===== src/rtl/mmu_tlb_translator_if.sv =====
// Signal bundle around the translator: CPU request side, page-table read port
// and the cache-controller request side. "slave" is the translator's view.
interface mmu_tlb_translator_if;
    logic        cpu_req;
    logic        cpu_we;
    logic [31:0] cpu_vaddr;
    logic [31:0] cpu_wdata;
    logic [31:0] cpu_rdata;
    logic        cpu_done;
    logic        cpu_fault;
    logic        tlb_flush;
    logic [31:0] ptbr;
    logic        ptw_req;
    logic [31:0] ptw_addr;
    logic        ptw_ready;
    logic [31:0] ptw_data;
    logic [31:0] cache_phy_addr;
    logic [31:0] cache_wdata;
    logic        cache_read;
    logic        cache_write;
    logic [31:0] cache_rdata;
    logic        cache_stall;

    modport master (
        output cpu_req, cpu_we, cpu_vaddr, cpu_wdata, tlb_flush, ptbr,
               ptw_ready, ptw_data, cache_rdata, cache_stall,
        input  cpu_rdata, cpu_done, cpu_fault, ptw_req, ptw_addr,
               cache_phy_addr, cache_wdata, cache_read, cache_write
    );

    modport slave (
        input  cpu_req, cpu_we, cpu_vaddr, cpu_wdata, tlb_flush, ptbr,
               ptw_ready, ptw_data, cache_rdata, cache_stall,
        output cpu_rdata, cpu_done, cpu_fault, ptw_req, ptw_addr,
               cache_phy_addr, cache_wdata, cache_read, cache_write
    );
endinterface


===== src/rtl/mmu_tlb_translator.sv =====
// Virtual-to-physical translation in front of the cache controller: fully
// associative TLB, round-robin refill, single-level page-table walk on a miss.
module mmu_tlb_translator #(
    parameter int TLB_ENTRIES = 8,
    parameter int PAGE_BITS   = 12
) (
    input  logic                 clk,
    input  logic                 rst_n,
    mmu_tlb_translator_if.slave  bus
);
    localparam int VPN_W = 32 - PAGE_BITS;
    localparam int PTR_W = $clog2(TLB_ENTRIES);

    typedef enum logic [3:0] {
        IDLE, LOOKUP, WALK_REQ, WALK_WAIT, FILL, ISSUE, WAIT_CACHE, DONE, FAULT
    } state_t;

    state_t state, state_next;

    logic [31:0]            vaddr_q;
    logic [31:0]            wdata_q;
    logic                   we_q;
    logic [VPN_W-1:0]       pte_ppn_q;
    logic                   pte_wr_q;
    logic                   pte_valid_q;
    logic [PTR_W-1:0]       rr_ptr;
    logic [TLB_ENTRIES-1:0] tlb_valid;
    logic [TLB_ENTRIES-1:0] tlb_wr;
    logic [VPN_W-1:0]       tlb_vpn [TLB_ENTRIES];
    logic [VPN_W-1:0]       tlb_ppn [TLB_ENTRIES];
    logic [31:0]            ptw_addr_q;
    logic [31:0]            phy_addr_q;
    logic [31:0]            cache_wdata_q;

    logic [VPN_W-1:0]       vpn;
    logic [VPN_W-1:0]       hit_ppn;
    logic                   hit;
    logic                   hit_wr;
    logic [31:0]            pte_addr;
    logic [31:0]            issue_pa;
    logic                   ptbr_unused;

    assign vpn      = vaddr_q[31:PAGE_BITS];
    assign pte_addr = {bus.ptbr[31:PAGE_BITS], {PAGE_BITS{1'b0}}}
                    + {{(PAGE_BITS-2){1'b0}}, vpn, 2'b00};
    // Low table-base bits are architecturally ignored.
    assign ptbr_unused = ^bus.ptbr[PAGE_BITS-1:0];
    assign issue_pa = (state == FILL) ? {pte_ppn_q, vaddr_q[PAGE_BITS-1:0]}
                                      : {hit_ppn,   vaddr_q[PAGE_BITS-1:0]};

    always_comb begin
        // NOTE: every signal written here gets a default first, otherwise a path that skips the assignment infers a latch.
        hit     = 1'b0;
        hit_wr  = 1'b0;
        hit_ppn = '0;
        for (int i = 0; i < TLB_ENTRIES; i++) begin
            if (tlb_valid[i] && (tlb_vpn[i] == vpn)) begin
                hit     = 1'b1;
                hit_wr  = tlb_wr[i];
                hit_ppn = tlb_ppn[i];
            end
        end
    end

    // NOTE: clocked state uses non-blocking assignments so every flop samples pre-edge values regardless of statement order.
    always_ff @(posedge clk or negedge rst_n) begin
        if (!rst_n) state <= IDLE;
        else        state <= state_next;
    end

    always_comb begin
        state_next = state;
        case (state)
            IDLE:       if (!bus.tlb_flush && bus.cpu_req && !bus.cache_stall)
                            state_next = LOOKUP;
            LOOKUP:     if (!hit)                 state_next = WALK_REQ;
                        else if (!we_q || hit_wr) state_next = ISSUE;
                        else                      state_next = FAULT;
            WALK_REQ:   state_next = WALK_WAIT;
            WALK_WAIT:  if (bus.ptw_ready) state_next = FILL;
            FILL:       if (pte_valid_q && (!we_q || pte_wr_q)) state_next = ISSUE;
                        else                                    state_next = FAULT;
            ISSUE:      state_next = WAIT_CACHE;
            WAIT_CACHE: if (!bus.cache_stall) state_next = DONE;
            DONE:       state_next = IDLE;
            FAULT:      state_next = IDLE;
            default:    state_next = IDLE;
        endcase
    end

    always_comb begin
        bus.cpu_done       = (state == DONE);
        bus.cpu_fault      = (state == FAULT);
        bus.ptw_req        = (state == WALK_REQ);
        bus.cache_read     = (state == ISSUE) && !we_q;
        bus.cache_write    = (state == ISSUE) &&  we_q;
        bus.cpu_rdata      = bus.cache_rdata;
        bus.ptw_addr       = ptw_addr_q;
        bus.cache_phy_addr = phy_addr_q;
        bus.cache_wdata    = cache_wdata_q;
    end

    always_ff @(posedge clk or negedge rst_n) begin
        if (!rst_n) begin
            vaddr_q       <= '0;
            wdata_q       <= '0;
            we_q          <= 1'b0;
            pte_ppn_q     <= '0;
            pte_wr_q      <= 1'b0;
            pte_valid_q   <= 1'b0;
            rr_ptr        <= '0;
            tlb_valid     <= '0;
            ptw_addr_q    <= '0;
            phy_addr_q    <= '0;
            cache_wdata_q <= '0;
        end else begin
            if (state == IDLE && state_next == LOOKUP) begin
                vaddr_q <= bus.cpu_vaddr;
                wdata_q <= bus.cpu_wdata;
                we_q    <= bus.cpu_we;
            end
            if (state == IDLE && bus.tlb_flush) begin
                tlb_valid <= '0;
                rr_ptr    <= '0;
            end
            if (state == LOOKUP && !hit) ptw_addr_q <= pte_addr;
            if (state == WALK_WAIT && bus.ptw_ready) begin
                pte_ppn_q   <= bus.ptw_data[31:PAGE_BITS];
                pte_wr_q    <= bus.ptw_data[1];
                pte_valid_q <= bus.ptw_data[0];
            end
            if (state == FILL && pte_valid_q) begin
                tlb_valid[rr_ptr] <= 1'b1;
                rr_ptr            <= rr_ptr + PTR_W'(1);
            end
            if (state_next == ISSUE) begin
                phy_addr_q    <= issue_pa;
                cache_wdata_q <= wdata_q;
            end
        end
    end

    // NOTE: TLB payload has no reset; entries are qualified by tlb_valid, which is reset.
    always_ff @(posedge clk) begin
        if (state == FILL && pte_valid_q) begin
            tlb_vpn[rr_ptr] <= vpn;
            tlb_ppn[rr_ptr] <= pte_ppn_q;
            tlb_wr[rr_ptr]  <= pte_wr_q;
        end
    end
endmodule


===== src/flat_wrapper.sv =====
// flat-port wrapper written by rule: the top's interface ports become plain ports
module mmu_tlb_translator_flat 
#(
    parameter int TLB_ENTRIES = 8,
    parameter int PAGE_BITS   = 12
)
  (clk, rst_n, bus_cpu_req, bus_cpu_we, bus_cpu_vaddr, bus_cpu_wdata, bus_tlb_flush, bus_ptbr, bus_ptw_ready, bus_ptw_data, bus_cache_rdata, bus_cache_stall, bus_cpu_rdata, bus_cpu_done, bus_cpu_fault, bus_ptw_req, bus_ptw_addr, bus_cache_phy_addr, bus_cache_wdata, bus_cache_read, bus_cache_write);
  mmu_tlb_translator_if bus_i ();
  input  logic clk;
  input  logic rst_n;
  input wire logic [$bits(bus_i.cpu_req)-1:0] bus_cpu_req;
  input wire logic [$bits(bus_i.cpu_we)-1:0] bus_cpu_we;
  input wire logic [$bits(bus_i.cpu_vaddr)-1:0] bus_cpu_vaddr;
  input wire logic [$bits(bus_i.cpu_wdata)-1:0] bus_cpu_wdata;
  input wire logic [$bits(bus_i.tlb_flush)-1:0] bus_tlb_flush;
  input wire logic [$bits(bus_i.ptbr)-1:0] bus_ptbr;
  input wire logic [$bits(bus_i.ptw_ready)-1:0] bus_ptw_ready;
  input wire logic [$bits(bus_i.ptw_data)-1:0] bus_ptw_data;
  input wire logic [$bits(bus_i.cache_rdata)-1:0] bus_cache_rdata;
  input wire logic [$bits(bus_i.cache_stall)-1:0] bus_cache_stall;
  output wire logic [$bits(bus_i.cpu_rdata)-1:0] bus_cpu_rdata;
  output wire logic [$bits(bus_i.cpu_done)-1:0] bus_cpu_done;
  output wire logic [$bits(bus_i.cpu_fault)-1:0] bus_cpu_fault;
  output wire logic [$bits(bus_i.ptw_req)-1:0] bus_ptw_req;
  output wire logic [$bits(bus_i.ptw_addr)-1:0] bus_ptw_addr;
  output wire logic [$bits(bus_i.cache_phy_addr)-1:0] bus_cache_phy_addr;
  output wire logic [$bits(bus_i.cache_wdata)-1:0] bus_cache_wdata;
  output wire logic [$bits(bus_i.cache_read)-1:0] bus_cache_read;
  output wire logic [$bits(bus_i.cache_write)-1:0] bus_cache_write;
  assign bus_i.cpu_req = bus_cpu_req;
  assign bus_i.cpu_we = bus_cpu_we;
  assign bus_i.cpu_vaddr = bus_cpu_vaddr;
  assign bus_i.cpu_wdata = bus_cpu_wdata;
  assign bus_i.tlb_flush = bus_tlb_flush;
  assign bus_i.ptbr = bus_ptbr;
  assign bus_i.ptw_ready = bus_ptw_ready;
  assign bus_i.ptw_data = bus_ptw_data;
  assign bus_i.cache_rdata = bus_cache_rdata;
  assign bus_i.cache_stall = bus_cache_stall;
  assign bus_cpu_rdata = bus_i.cpu_rdata;
  assign bus_cpu_done = bus_i.cpu_done;
  assign bus_cpu_fault = bus_i.cpu_fault;
  assign bus_ptw_req = bus_i.ptw_req;
  assign bus_ptw_addr = bus_i.ptw_addr;
  assign bus_cache_phy_addr = bus_i.cache_phy_addr;
  assign bus_cache_wdata = bus_i.cache_wdata;
  assign bus_cache_read = bus_i.cache_read;
  assign bus_cache_write = bus_i.cache_write;
  mmu_tlb_translator #(.TLB_ENTRIES(TLB_ENTRIES), .PAGE_BITS(PAGE_BITS)) u_core (.clk(clk), .rst_n(rst_n), .bus(bus_i));
endmodule

===== config.mk =====
export PLATFORM = sky130hd
export DESIGN_NAME = mmu_tlb_translator_flat
export DESIGN_NICKNAME = d
export VERILOG_FILES = /design/src/rtl/mmu_tlb_translator_if.sv /design/src/rtl/mmu_tlb_translator.sv /design/src/flat_wrapper.sv
export SDC_FILE = /design/constraint.sdc
export NUM_CORES = 1
export LEC_CHECK = 0
export CORE_AREA = 4 4 172 241
export CTS_CLUSTER_SIZE = 8
export DETAILED_ROUTE_END_ITERATION = 10
export DIE_AREA = 0 0 176 245
export DONT_BUFFER_PORTS = 1
export GPL_ROUTABILITY_DRIVEN = 0
export PLACE_DENSITY_LB_ADDON = 0.12
export SETUP_SLACK_MARGIN = 0.05
export SYNTH_ARGS = -nofsm -noshare
export SYNTH_HDL_FRONTEND = slang
export SYNTH_SLANG_ARGS = --single-unit

===== constraint.sdc =====
create_clock -name clk -period 4.2 [get_ports clk]
set_input_delay 0.42 -clock clk [delete_from_list [all_inputs] [get_ports clk]]
set_output_delay 0.42 -clock clk [all_outputs]
set_load 0.1 [all_outputs]

**Word level (Yosys, flattened, before mapping)**

Memories as Yosys holds them, arrays and structs flattened.
Cells that the tools add are included.

- Bits in registers: 206
- RAM bits: 320
- Bits of input ports: 167
- Output and inout bits: 133
- Word-level logic and storage cells: 106
- Memories: 2

Memory list:

| name | words | bits a word | rd ports | clocked after memory_dff | wr ports | line | RTL |
|---|---|---|---|---|---|---|---|
| u_core.tlb_ppn | 8 | 20 | 8 | 0 | 1 | mmu_tlb_translator.sv:30 | `logic [VPN_W-1:0] tlb_ppn [TLB_ENTRIES];` |
| u_core.tlb_vpn | 8 | 20 | 8 | 0 | 1 | mmu_tlb_translator.sv:29 | `logic [VPN_W-1:0] tlb_vpn [TLB_ENTRIES];` |

- $add $sub $neg: 2
- Order comparisons: 2
- Equality and inequality tests: 18
- Muxes and demuxes: 41
- Bitwise operators: 1
- Reductions and logical operators: 27

Operators by type and width:

| operator | number |
|---|---|
| $eq A20 B20 Y1 | 8 |
| $mux W20 | 8 |
| $add A32 B22 Y32 | 1 |
| $mux W32 | 1 |
| $pmux W4 S7 | 1 |
| $mux W4 | 6 |
| $eq A4 B3 Y1 const B | 5 |
| $logic_and A1 B1 Y1 | 19 |
| $mux W1 | 19 |
| $mux W8 | 2 |
| $bwmux W8 | 1 |
| $eq A4 B1 Y1 const B | 2 |
| $eq A4 B2 Y1 const B | 2 |
| $or A8 B8 Y8 | 1 |
| $mux W3 | 2 |
| $eq A4 B4 Y1 const B | 1 |
| $logic_not A1 Y1 | 4 |
| $logic_not A4 Y1 | 1 |
| $lt A3 B4 Y1 const B | 1 |
| $add A3 B1 Y3 const B | 1 |
| $demux W1 S3 | 1 |
| $ge A3 B1 Y1 const B | 1 |
| $logic_or A1 B1 Y1 | 2 |
| $reduce_bool A2 Y1 | 1 |

**Depth between registers and ports, before layout**

Gate-level depths: netlist of run 1.

- Depth in word-level cells: 16
- Mapped depth: 12
- Depth with buffers taken out: 12

**Worst setup path before layout of run 1**

OpenSTA, ideal clock, no wires.

- Kind: flip-flop to flip-flop
- Start: reg u_core.state[1]
- End: mem u_core.tlb_ppn[0][0] in the netlist's numbering (enable)
- Library setup time: 0.493 ns
- Data arrival time: 3.953 ns
- Slack: -0.246 ns
- Stages on the path, launching flop included: 6
- Clock period less this slack: 4.446 ns
- Cell sequence: dfrtp_1 -> clkbuf_1 -> nor2_1 -> and3_1 -> nand2b_1 -> nor3_1

- Word-level cells in the longest chain between the ends: 4

RTL lines:

| what | line | RTL |
|---|---|---|
| from (decl) | mmu_tlb_translator.sv:18 | `state_t state, state_next;` |
| from (signal assigned) | mmu_tlb_translator.sv:68 | `else state <= state_next;` |
| $eq A4 B3 Y1 | mmu_tlb_translator.sv:145 | `if (state == FILL && pte_valid_q) begin` |
| $logic_and A1 B1 Y1 | mmu_tlb_translator.sv:145 |  |
| $mux W1 | mmu_tlb_translator.sv:145 |  |
| $mux W1 (not written as such) | mmu_tlb_translator.sv:147 | `tlb_ppn[rr_ptr] <= pte_ppn_q;` |
| to (decl) | mmu_tlb_translator.sv:30 |  |

No other way between the ends.

**Worst setup path after layout of run 1**

- Start: reg u_core.vaddr_q[13]
- End: reg u_core.phy_addr_q[23], in the netlist u_core.bus.cache_phy_addr[23]

- Word-level cells in the longest chain between the ends: 15
- Elaborated cells between the ends (all ways): 46

RTL lines:

| what | line | RTL |
|---|---|---|
| from (decl) | mmu_tlb_translator.sv:20 | `logic [31:0] vaddr_q;` |
| from (signal assigned) | mmu_tlb_translator.sv:118 | `vaddr_q <= bus.cpu_vaddr;` |
| $eq A20 B20 Y1 | mmu_tlb_translator.sv:57 | `if (tlb_valid[i] && (tlb_vpn[i] == vpn)) begin` |
| $logic_and A1 B1 Y1 | mmu_tlb_translator.sv:57 |  |
| $mux W1 (8 in series) | mmu_tlb_translator.sv:57 |  |
| $logic_or A1 B1 Y1 | mmu_tlb_translator.sv:77 | `else if (!we_q \|\| hit_wr) state_next = ISSUE;` |
| $mux W4 | mmu_tlb_translator.sv:77 |  |
| $mux W4 | mmu_tlb_translator.sv:76 | `LOOKUP: if (!hit) state_next = WALK_REQ;` |
| $pmux W4 S7 | mmu_tlb_translator.sv:73 | `case (state)` |
| $eq A4 B3 Y1 | mmu_tlb_translator.sv:136 | `if (state_next == ISSUE) begin` |
| to (signal assigned) | mmu_tlb_translator.sv:137 | `phy_addr_q <= issue_pa;` |
| to (decl) | mmu_tlb_translator.sv:32 | `logic [31:0] phy_addr_q;` |

Parallel ways exist; a longest one is shown, timed or not.
A chain may end at the register's enable or synchronous reset.

==> impl_metrics.toml, run 1 <==
[worst_setup_path]
reg2reg_depth = 13
worst-path-max-fanout = 41
cp.arrival_ps = 4340
worst_path_largest_cell_delay_ps = 630
crit_chain = "buf_4 > xnor2_1 > nand4_1 > nor4_1 > buf_4 > nand4b_1 > o311a_1 > o311ai_1 > buf_4 > a21oi_2 > o31ai_4 > buf_12 > mux2_2"
crit_type = "reg -> reg"
rr_startpoint = "u_core.vaddr_q[13]$_DFFE_PN0P_"
regToRegEndpoint = "u_core.bus.cache_phy_addr[23]$_DFFE_PN0N_"
critPathSlowestCell = "dfrtp_1"
end_kind = "flop"
rrSetupSlack_ps = 310
crit_top_cell = "buf_4"
start_kind = "flop"
crit_required_ps = 4650
path_buf_inv = 4
crit_family = "buffers and inverters"

[finish]
drive_gt1_share_pct = 19.4
fin_nets = 1833
syn2layout_area_growth_pct = 17.4
final_core_util_pct = 66.3
fillers = 2858
antennaDiodeCount = 0

[timing]
period_needed_ps = 3890
clock_skew_ps = 22.0
slew_headroom_pct = 26.6
finalCritPeriodShare_pct = 92.5
worstMarginPinSlew_ps = 1100
hold_violations = 196
maxSlewViolCount = 0
setup_tns_ps = 0
setup_violations = 0
max_freq_ghz = 0.257
rsz0062_at_grt = "no"
whs_ps = -451

[global_routing]
grt_use_total_pct = 24.5
grt_overflow_total = 0
antenna_found_initial = 1
grt_pass1_wl_mm = 81.1
grt_pass1_vias = 13900
grt_max_degree = 197

[clock_tree]
cts_sinks = 524
cts_hold_buf = 86
cts_tree = "done"
clockBufferDepth = 3
cts-root-buf = "clkbuf_16"
cts_max_level = 3
cts_setup_buffers = 0
clk_pin_slew_ps = 50
clock_latency_ps = 570
cts_buffers = 75

[die]
ios = 300
core_um2 = 39200
chipHeight_um = 245
start_util_pct = 56.5
rows = 86
fp.dieArea_um2 = 43100
fp.dieW_um = 176

[run_status]
outcome = "complete, but fails checks"
violations = "negative hold slack"

[power_and_ir_drop]
clkPwrFrac_pct = 26.9
power_density_nw_per_um2 = 797
comb_power_share_pct = 21.4
p_switching_w = 0.00832
p_int_w = 0.0124
leakage_nw = 9.70
pwr-share-seq_pct = 51.7
ir_worst_vdd_uv = 751
switching_share_pct = 40.2

[synthesis]
yosys.cell_count.top_type = "edfxtp_1"
synth_common_cells = "edfxtp_1 (328), dfrtp_1 (196), nand2_1 (124)"
ys_seq_elements = 524
yosys.area.top_type = "edfxtp_1"
synthCells = 1522
yosysSeqAreaShare_pct = 66.7
synth_cell_types = 61
synth_area_um2 = 22100
avgSynthCellArea_um2 = 14.5
synth_flop_cell = "edfxtp_1"
async_reset_ff_share_pct = 37.4
synth_area_leaders = "edfxtp_1 (45%), dfrtp_1 (22%), mux2_2 (5.7%)"
synth_edf_count = 328
yosys_warnings = 0
yosys.area.top_type_share_pct = 44.5

[drt]
drtIter0Drc = 987
drt-total-wl_mm = 52.4
drc = 0
drtAntennaViolNets = 0
via_per_inst = 5.85
vias = 13100
first_pass_iters = 6
drt-wirelength-per-cell_um = 23.5

[hold_path]
hp-class = "in -> async"

[placement]
dp_hpwl_mm = 32.2
io_buffers = 0

[run]
max-cap-violations = 0
## repair_timing
action,in CTS,in global routing
endpoints found under the hold margin,282,196
resized for setup,0,0
setup endpoints to repair,0,0
## cells in the final DEF, fill, tap and decap left out, types with 12 or more instances in the layout
cell type,count
xor2_1,83
nor4_1,25
a21o_1,12
edfxtp_1,328
a2bb2oi_1,20
clkbuf_1,47
a22oi_1,21
o21ai_0,26
nand2_1,124
a211oi_1,21
o221ai_1,20
mux2_4,38
nor2_1,39
mux2_2,112
xnor2_1,99
nand4_1,36
clkbuf_16,78
dlygate4sd3_1,86
dfrtp_1,196
a21boi_0,20
buf_4,66
nand3_1,61
## sequential cells by signal (all words and copies together), names as in the netlist, 20 cells and up
name	flops
u_core.tlb_ppn	160
u_core.tlb_vpn	160
u_core.bus.cache_phy_addr	32
u_core.bus.cache_wdata	32
u_core.vaddr_q	32
u_core.wdata_q	32
u_core.bus.ptw_addr	30
u_core.pte_ppn_q	20
## worst reg2reg max path, delay by kind of cell, from the launching register on
kind	cells	cell delay (ps)
AO/OA/AOI/OAI	4	720
XOR/XNOR	1	180
buffers and inverters	4	1030
flip-flops	1	630
multiplexers	1	410
AND/OR/NAND/NOR	3	810
## kinds of logic after synthesis
kind of cell / synth area share [%]
AO/OA/AOI/OAI: 5.63
XOR/XNOR: 7.21
adder cells (fa/ha/maj): 0.713
buffers and inverters: 2.92
flip-flops: 66.7
multiplexers: 8.28
other: 0.0170
AND/OR/NAND/NOR: 8.55
## final cells by class
type                            instances  area, um^2  share of cell area (%)
Sequential cell                       524       14800                    56.8
Tap cell                              528         661                    2.54
Multi-Input combinational cell        885        6830                    26.3
Clock buffer                          125        2130                    8.20
Clock inverter                          2        46.3                   0.178
Timing Repair Buffer                  160        1520                    5.84
Inverter                                8        30.0                   0.116
## metrics by stage
| stage | area, um^2 | setup slack (ps) | total power [W] | std cells |
|---|---|---|---|---|
| floorplan | 22100 | 873 | 0.0136 | 1523 |
| global placement | 22900 | 316 | 0.0150 | 2019 |
| detailed placement | 22900 | 283 | 0.0151 | 2019 |
| CTS | 26000 | 259 | 0.0208 | 2232 |
| global route | 26000 | 102 | 0.0216 | 2232 |
| finish | 26000 | 315 | 0.0207 | 2232 |
## power groups by stage
stage / clock network (W) / logic (W) / registers [W]
2_1_floorplan: 0 / 0.00339 / 0.0103
3_3_place_gp: 0 / 0.00423 / 0.0107
3_5_place_dp: 0 / 0.00435 / 0.0108
4_1_cts: 0.00567 / 0.00444 / 0.0107
5_1_grt: 0.00591 / 0.00481 / 0.0108
6_report: 0.00557 / 0.00443 / 0.0107
## layer usage
metal / up-vias / part of all wire (%) / GRT usage [%]
li1: 5875 / - / -
met1: 6617 / 40 / 31.2
met2: 464 / 50 / 41.1
met3: 99 / 7.2 / 5.67
met4: 2 / 3.0 / 9.43
met5: - / 0.025 / 0
## how the worst max path moves through the flow
stage                                   startpoint                                         to  depth (start not counted)
floorplan                u_core.state[1]$_DFF_PN0_             u_core.tlb_ppn[6][0]$_DFFE_PP_                          5
global placement    u_core.vaddr_q[29]$_DFFE_PN0P_  u_core.bus.cache_phy_addr[14]$_DFFE_PN0N_                         12
detailed placement  u_core.vaddr_q[13]$_DFFE_PN0P_  u_core.bus.cache_phy_addr[16]$_DFFE_PN0N_                         13
CTS                 u_core.vaddr_q[13]$_DFFE_PN0P_  u_core.bus.cache_phy_addr[16]$_DFFE_PN0N_                         13
global route        u_core.vaddr_q[13]$_DFFE_PN0P_  u_core.bus.cache_phy_addr[23]$_DFFE_PN0N_                         13
finish              u_core.vaddr_q[13]$_DFFE_PN0P_  u_core.bus.cache_phy_addr[23]$_DFFE_PN0N_                         13
No activity file was read; power rests on OpenSTA's default activity.
==> run 2, diff against run 1 <==
SLEW_MARGIN = 20   (was default)
==> results of run 2 <==
Same layout as run 1: the final DEF is identical, and so are final timing and power.
